`config.mk`:
```
export PLATFORM = sky130hd
export DESIGN_NAME = instr_sequencer
export DESIGN_NICKNAME = d
export VERILOG_FILES = /design/src/rtl/instr_sequencer.sv
export SDC_FILE = /design/constraint.sdc
export NUM_CORES = 1
export LEC_CHECK = 0
export ABC_AREA = 1
export CORE_UTILIZATION = 40
export DETAILED_ROUTE_END_ITERATION = 10
export PLACE_DENSITY = 0.65
export SLEW_MARGIN = 0
export SYNTH_ARGS = -nofsm -noshare
export SYNTH_HDL_FRONTEND = slang
export SYNTH_SLANG_ARGS = --single-unit
```
`constraint.sdc`:
```
create_clock -name clock -period 2.5 [get_ports clock]
set_input_delay 0.625 -clock clock [delete_from_list [all_inputs] [get_ports clock]]
set_output_delay 0.625 -clock clock [all_outputs]
set_load 0.005 [all_outputs]
```
`src/rtl/instr_sequencer.sv`:
```
// -----------------------------------------------------------------------------
// instr_sequencer
//
// Multi-cycle control sequencer for the IMIPS core. It sits between the
// combinational opcode/funct decoder and the datapath. Each instruction steps
// through FETCH -> DECODE -> (EXEC | MDWAIT | INWAIT | OUTWAIT) -> WB. Decoder
// controls are turned into single-cycle write strobes. STOP parks the
// sequencer in HALT until reset.
//
// Parameters
//   FETCH_CYCLES  cycles spent in FETCH (instruction ROM latency), >= 1
//   MD_LATENCY    cycles spent in MDWAIT for mult/div, >= 1
//   CNT_W         width of the retired-instruction counter
//
// Ports
//   clock        in   system clock, rising edge
//   reset_n      in   asynchronous active-low reset
//   run          in   1 = execute, 0 = stop at the next instruction boundary
//   regw[1:0]    in   decoder register-write field (nonzero = writes a reg)
//   aluop[4:0]   in   decoder ALU op (10000 = mult, 10001 = div)
//   memw         in   decoder memory-write flag
//   sleep        in   decoder STOP flag
//   inop         in   decoder IN flag
//   outop        in   decoder OUT flag
//   in_valid     in   input device has data ready
//   out_ready    in   output device can accept data
//   ir_we        out  load instruction register
//   pc_we        out  advance/update the PC
//   reg_we       out  register file write strobe
//   mem_we       out  data memory write strobe
//   in_ack       out  input datum consumed
//   out_valid    out  output datum presented
//   halted       out  STOP has executed
//   state[3:0]   out  current state, for debug
//   instr_count  out  retired-instruction count (wraps)
// -----------------------------------------------------------------------------
module instr_sequencer #(
  parameter int unsigned FETCH_CYCLES = 1,
  parameter int unsigned MD_LATENCY   = 4,
  parameter int unsigned CNT_W        = 16
) (
  input  logic             clock,
  input  logic             reset_n,
  input  logic             run,
  input  logic [1:0]       regw,
  input  logic [4:0]       aluop,
  input  logic             memw,
  input  logic             sleep,
  input  logic             inop,
  input  logic             outop,
  input  logic             in_valid,
  input  logic             out_ready,
  output logic             ir_we,
  output logic             pc_we,
  output logic             reg_we,
  output logic             mem_we,
  output logic             in_ack,
  output logic             out_valid,
  output logic             halted,
  output logic [3:0]       state,
  output logic [CNT_W-1:0] instr_count
);

  localparam int unsigned FC_W = (FETCH_CYCLES > 1) ? $clog2(FETCH_CYCLES) : 1;
  localparam int unsigned MD_W = (MD_LATENCY > 1) ? $clog2(MD_LATENCY) : 1;

  localparam logic [FC_W-1:0] FC_LOAD = FC_W'(FETCH_CYCLES - 1);
  localparam logic [MD_W-1:0] MD_LOAD = MD_W'(MD_LATENCY - 1);

  localparam logic [4:0] ALU_MULT = 5'b10000;
  localparam logic [4:0] ALU_DIV  = 5'b10001;

  typedef enum logic [3:0] {
    IDLE    = 4'd0,
    FETCH   = 4'd1,
    DECODE  = 4'd2,
    EXEC    = 4'd3,
    MDWAIT  = 4'd4,
    INWAIT  = 4'd5,
    OUTWAIT = 4'd6,
    WB      = 4'd7,
    HALT    = 4'd8
  } state_e;

  state_e           state_q, state_d;
  logic [FC_W-1:0]  fcnt_q, fcnt_d;
  logic [MD_W-1:0]  mcnt_q, mcnt_d;
  logic             f_regw_q, f_regw_d;
  logic             f_memw_q, f_memw_d;
  logic             f_in_q, f_in_d;
  logic [CNT_W-1:0] cnt_q, cnt_d;

  logic ir_we_q, ir_we_d;
  logic pc_we_q, pc_we_d;
  logic reg_we_q, reg_we_d;
  logic mem_we_q, mem_we_d;
  logic in_ack_q, in_ack_d;
  logic out_valid_q, out_valid_d;
  logic halted_q, halted_d;

  logic is_md;
  assign is_md = (aluop == ALU_MULT) || (aluop == ALU_DIV);

  // Next-state logic. Decoder inputs are only looked at in DECODE; what WB
  // needs later is held in the f_* flags.
  always_comb begin
    state_d  = state_q;
    fcnt_d   = fcnt_q;
    mcnt_d   = mcnt_q;
    f_regw_d = f_regw_q;
    f_memw_d = f_memw_q;
    f_in_d   = f_in_q;
    cnt_d    = cnt_q;

    case (state_q)
      IDLE: begin
        if (run) begin
          state_d = FETCH;
          fcnt_d  = FC_LOAD;
        end
      end

      FETCH: begin
        if (fcnt_q == '0) begin
          state_d = DECODE;
        end else begin
          fcnt_d = fcnt_q - 1'b1;
        end
      end

      DECODE: begin
        f_regw_d = (regw != 2'b00);
        f_memw_d = memw;
        f_in_d   = inop;
        if (sleep) begin
          state_d = HALT;
        end else if (inop) begin
          state_d = INWAIT;
        end else if (outop) begin
          state_d = OUTWAIT;
        end else if (is_md) begin
          state_d = MDWAIT;
          mcnt_d  = MD_LOAD;
        end else begin
          state_d = EXEC;
        end
      end

      EXEC: begin
        state_d = WB;
      end

      MDWAIT: begin
        if (mcnt_q == '0) begin
          state_d = WB;
        end else begin
          mcnt_d = mcnt_q - 1'b1;
        end
      end

      INWAIT: begin
        if (in_valid) begin
          state_d = WB;
        end
      end

      OUTWAIT: begin
        if (out_ready) begin
          state_d = WB;
        end
      end

      WB: begin
        cnt_d = cnt_q + 1'b1;
        if (run) begin
          state_d = FETCH;
          fcnt_d  = FC_LOAD;
        end else begin
          state_d = IDLE;
        end
      end

      HALT: begin
        state_d = HALT;
      end

      default: begin
        state_d = IDLE;
      end
    endcase
  end

  // Output registers are loaded from the next-state values so that each
  // strobe is high in exactly the cycle its state is current, while still
  // coming straight out of a flop.
  always_comb begin
    ir_we_d     = (state_d == FETCH) && (fcnt_d == '0);
    pc_we_d     = (state_d == WB);
    reg_we_d    = (state_d == WB) && f_regw_d;
    mem_we_d    = (state_d == WB) && f_memw_d;
    in_ack_d    = (state_d == WB) && f_in_d;
    out_valid_d = (state_d == OUTWAIT);
    halted_d    = (state_d == HALT);
  end

  always_ff @(posedge clock or negedge reset_n) begin
    if (!reset_n) begin
      state_q     <= IDLE;
      fcnt_q      <= '0;
      mcnt_q      <= '0;
      f_regw_q    <= 1'b0;
      f_memw_q    <= 1'b0;
      f_in_q      <= 1'b0;
      cnt_q       <= '0;
      ir_we_q     <= 1'b0;
      pc_we_q     <= 1'b0;
      reg_we_q    <= 1'b0;
      mem_we_q    <= 1'b0;
      in_ack_q    <= 1'b0;
      out_valid_q <= 1'b0;
      halted_q    <= 1'b0;
    end else begin
      state_q     <= state_d;
      fcnt_q      <= fcnt_d;
      mcnt_q      <= mcnt_d;
      f_regw_q    <= f_regw_d;
      f_memw_q    <= f_memw_d;
      f_in_q      <= f_in_d;
      cnt_q       <= cnt_d;
      ir_we_q     <= ir_we_d;
      pc_we_q     <= pc_we_d;
      reg_we_q    <= reg_we_d;
      mem_we_q    <= mem_we_d;
      in_ack_q    <= in_ack_d;
      out_valid_q <= out_valid_d;
      halted_q    <= halted_d;
    end
  end

  assign ir_we       = ir_we_q;
  assign pc_we       = pc_we_q;
  assign reg_we      = reg_we_q;
  assign mem_we      = mem_we_q;
  assign in_ack      = in_ack_q;
  assign out_valid   = out_valid_q;
  assign halted      = halted_q;
  assign state       = state_q;
  assign instr_count = cnt_q;

endmodule

```
==> impl_metrics.py <==
metrics = {
    "worst_setup_path": {
        "r2r_start": "instr_count[0]$_DFFE_PN0P_",
        "ff2ff_setup_slack_ns": 0.94,
        "crit_slowest_cell": "clkdlybuf4s50_1",
        "slowest_delay_ns": 0.55,
        "crit_cells": 1,
        "cp.buffers_inverters": 1,
        "rr_worst_depth": 7,
        "cp-start-kind": "register",
        "crit_type": "register to primary output",
        "arrival_ns": 1.30,
        "crit_family": "buffers and inverters",
        "critPathRequiredTime_ns": 1.88,
        "worst-path-max-fanout": 5,
        "path_cells": "clkdlybuf4s50_1",
        "crit_path_end_kind": "primary output",
        "crit_start": "instr_count[0]$_DFFE_PN0P_",
        "r2r_end": "instr_count[14]$_DFFE_PN0P_",
        "cp-endpoint": "instr_count[0]",
    },
    "global_routing": {
        "globalRouteOverflowTotal": 0,
        "grt_pass1_vias": 1240,
        "grt_start_max_net_pins": 34,
        "grtUsageTotal_pct": 15.85,
        "antenna_found_initial": 0,
        "grt_pass1_wl_microns": 5161,
    },
    "timing": {
        "rsz0062_at_grt": "false",
        "period_share_pct": 77.09,
        "setup_violations": 0,
        "finalCriticalPeriod_ns": 1.927,
        "hold_viol": 0,
        "fin_worst_skew_ns": 0.001916,
        "setup_tns_ns": 0,
        "clock.fmax_ghz": 0.5188,
        "worst_pin_slew_ns": 0.4143,
        "relSlewSlack_pct": 72.38,
        "finalMaxSlewViolations": 0,
    },
    "pwr": {
        "p_clk_share_pct": 20.3,
        "powerDensity_nw_per_um2": 881.1,
        "p_comb_share_pct": 40.4,
        "p_int_uw": 1217,
        "switching_share_pct": 38.07,
        "peakVddDrop_uv": 533.4,
        "power_frac_seq_pct": 39.3,
        "p_sw_uw": 747.9,
        "p_leak_uw": 0.001104,
    },
    "die": {
        "fp.dieW_microns": 66.48,
        "die-area_sq_um": 4419,
        "core_sq_um": 4000,
        "ios": 43,
        "core.rowCount": 23,
        "die_y_microns": 66.48,
        "floorplan.initialDensity_pct": 41.57,
    },
    "layout": {
        "final_util_pct": 55.74,
        "final_cell_mix": "clkdlybuf4s50_1 (41), nand2_1 (40), dfrtp_1 (33), inv_1 (32), nor2_1 (26)",
        "diodes": 0,
        "multiInputGateArea_sq_um": 705.7,
        "fin_nets": 264,
        "area_growth_pct": 34.09,
        "layout_commonest_cell": "clkdlybuf4s50_1",
        "fill_cells": 399,
        "layout.area.seq_sq_um": 825.8,
        "drive_gt1_share_pct": 11.34,
    },
    "logic_synthesis": {
        "syn-cell-area_sq_um": 1663,
        "ys_types": 23,
        "ys_ff_latch": 33,
        "synth-warning-count": 0,
        "syn_avg_cell_area_sq_um": 8.441,
        "ys_seq_area_share_pct": 49.66,
        "synth_nets": 215,
        "synthCells": 197,
    },
    "drt": {
        "drc": 0,
        "initialDrtViolationCount": 33,
        "drtAntennaViolNets": 0,
        "dr_total_vias": 1385,
        "wirelength_microns": 3028,
        "drtPass1Iterations": 4,
        "avgViaCountPerCell": 4.663,
        "wl_per_cell_microns": 10.20,
    },
    "placement": {
        "gp_congestion": 0.7893,
        "io_buffers": 41,
        "dp_hpwl_microns": 2294,
    },
    "clock_tree": {
        "cts_resized": 0,
        "cts_buffers": 5,
        "cts_setup_buffers": 0,
        "clk_path_buf_depth": 2,
        "tritoncts": "yes",
        "cts_max_level": 2,
        "cts-hold-fix-buffers": 0,
        "clk_pin_slew_ns": 0.07,
        "worstSkewPairLatency_ns": 0.28,
        "cts-root-buf": "clkbuf_8",
        "cts_num_sinks": 33,
    },
    "run_status": {
        "status": "finished clean",
    },
    "flow_run": {
        "drv_cap": 0,
    },
    "min_path": {
        "hold_class": "register to register",
    },
}
==> synth_stat cells, drive strengths merged <==
library cell / instances / area [sq um]
xnor2: 5 / 43.79
a221oi: 1 / 8.760
nand3: 21 / 142.6
or2: 1 / 6.260
nand4: 3 / 18.77
xor2: 8 / 70.07
nor3: 2 / 10.01
ha: 2 / 25.02
nand2: 42 / 162.6
nor2: 33 / 160.2
inv: 35 / 131.4
dfrtp: 33 / 825.8
a21oi: 2 / 10.01
nand3b: 1 / 7.510
o21ai: 8 / 40.04
==> flip-flops by register name, summed over array words and instances (netlist names) <==
name         count
state            4
f_memw_q         1
fcnt_q           1
reg_we           1
in_ack           1
f_regw_q         1
instr_count     16
mem_we           1
pc_we            1
halted           1
f_in_q           1
ir_we            1
out_valid        1
mcnt_q           2
==> cell families after synthesis <==
logic type | count (synthesis) | synth area share, %
and+or+nand+nor | 103 | 30.55
buffers and inverters | 35 | 7.901
DFF | 33 | 49.66
xor gates and xnor gates | 13 | 6.847
AOI/OAI and AO/OA | 11 | 3.537
adders and majority gates | 2 | 1.505
==> power by group through the flow <==
| stage | logic (uW) | clock network [uW] | registers, uW |
|---|---|---|---|
| 2_1_floorplan | 488 | 0 | 777 |
| 3_3_place_gp | 792 | 0 | 784 |
| 3_5_place_dp | 805 | 0 | 784 |
| 4_1_cts | 807 | 414 | 774 |
| 5_1_grt | 909 | 430 | 791 |
| 6_report | 794 | 398 | 772 |
==> layer usage <==
layer	wire (microns)	track usage (%)	vias up	share of wire [%]
met4	57	7.181	0	1.9
li1	-	-	707	-
met2	1427	26.28	36	47
met1	1398	18.62	635	46
met3	144	4.966	7	4.8
met5	0	0	-	0
==> worst register-to-register path: cells and delay by family (launching register included) <==
kind                     cells  cell delay (ns)
XOR/XNOR                     1             0.14
adder cells (fa/ha/maj)      1             0.21
flip-flops                   1             0.47
AND/OR/NAND/NOR              5             0.62
==> area by class of cell <==
class	count	area share (%)
tap	50	2.806
inverter	35	5.892
timing repair buffer	42	18.74
clock inverter	3	0.7856
sequential	33	37.04
clock buffer	5	3.086
multi-input combinational	129	31.65
==> worst min path at each step <==
stage	start	endpoint	slack, ns	cells after the start
finish	f_in_q$_DFF_PN0_	f_in_q$_DFF_PN0_	0.49	2
global route	f_in_q$_DFF_PN0_	f_in_q$_DFF_PN0_	0.52	2
CTS	f_in_q$_DFF_PN0_	f_in_q$_DFF_PN0_	0.50	2
detailed placement	f_in_q$_DFF_PN0_	f_in_q$_DFF_PN0_	0.48	2
global placement	f_in_q$_DFF_PN0_	f_in_q$_DFF_PN0_	0.45	2
floorplan	reset_n	f_in_q$_DFF_PN0_	0.33	0
==> through the flow <==
step	std cells	hold slack, ns	power, uW	instance area (sq um)	setup slack, ns
global placement	289	0.4503	1576	2143	0.5908
CTS	297	0.4968	1995	2230	0.5480
detailed placement	289	0.4810	1589	2143	0.5888
floorplan	197	0.3294	1265	1663	1.084
global route	297	0.5152	2131	2230	0.5191
finish	297	0.4904	1965	2230	0.5727
No activity file was read; power rests on OpenSTA's default activity.
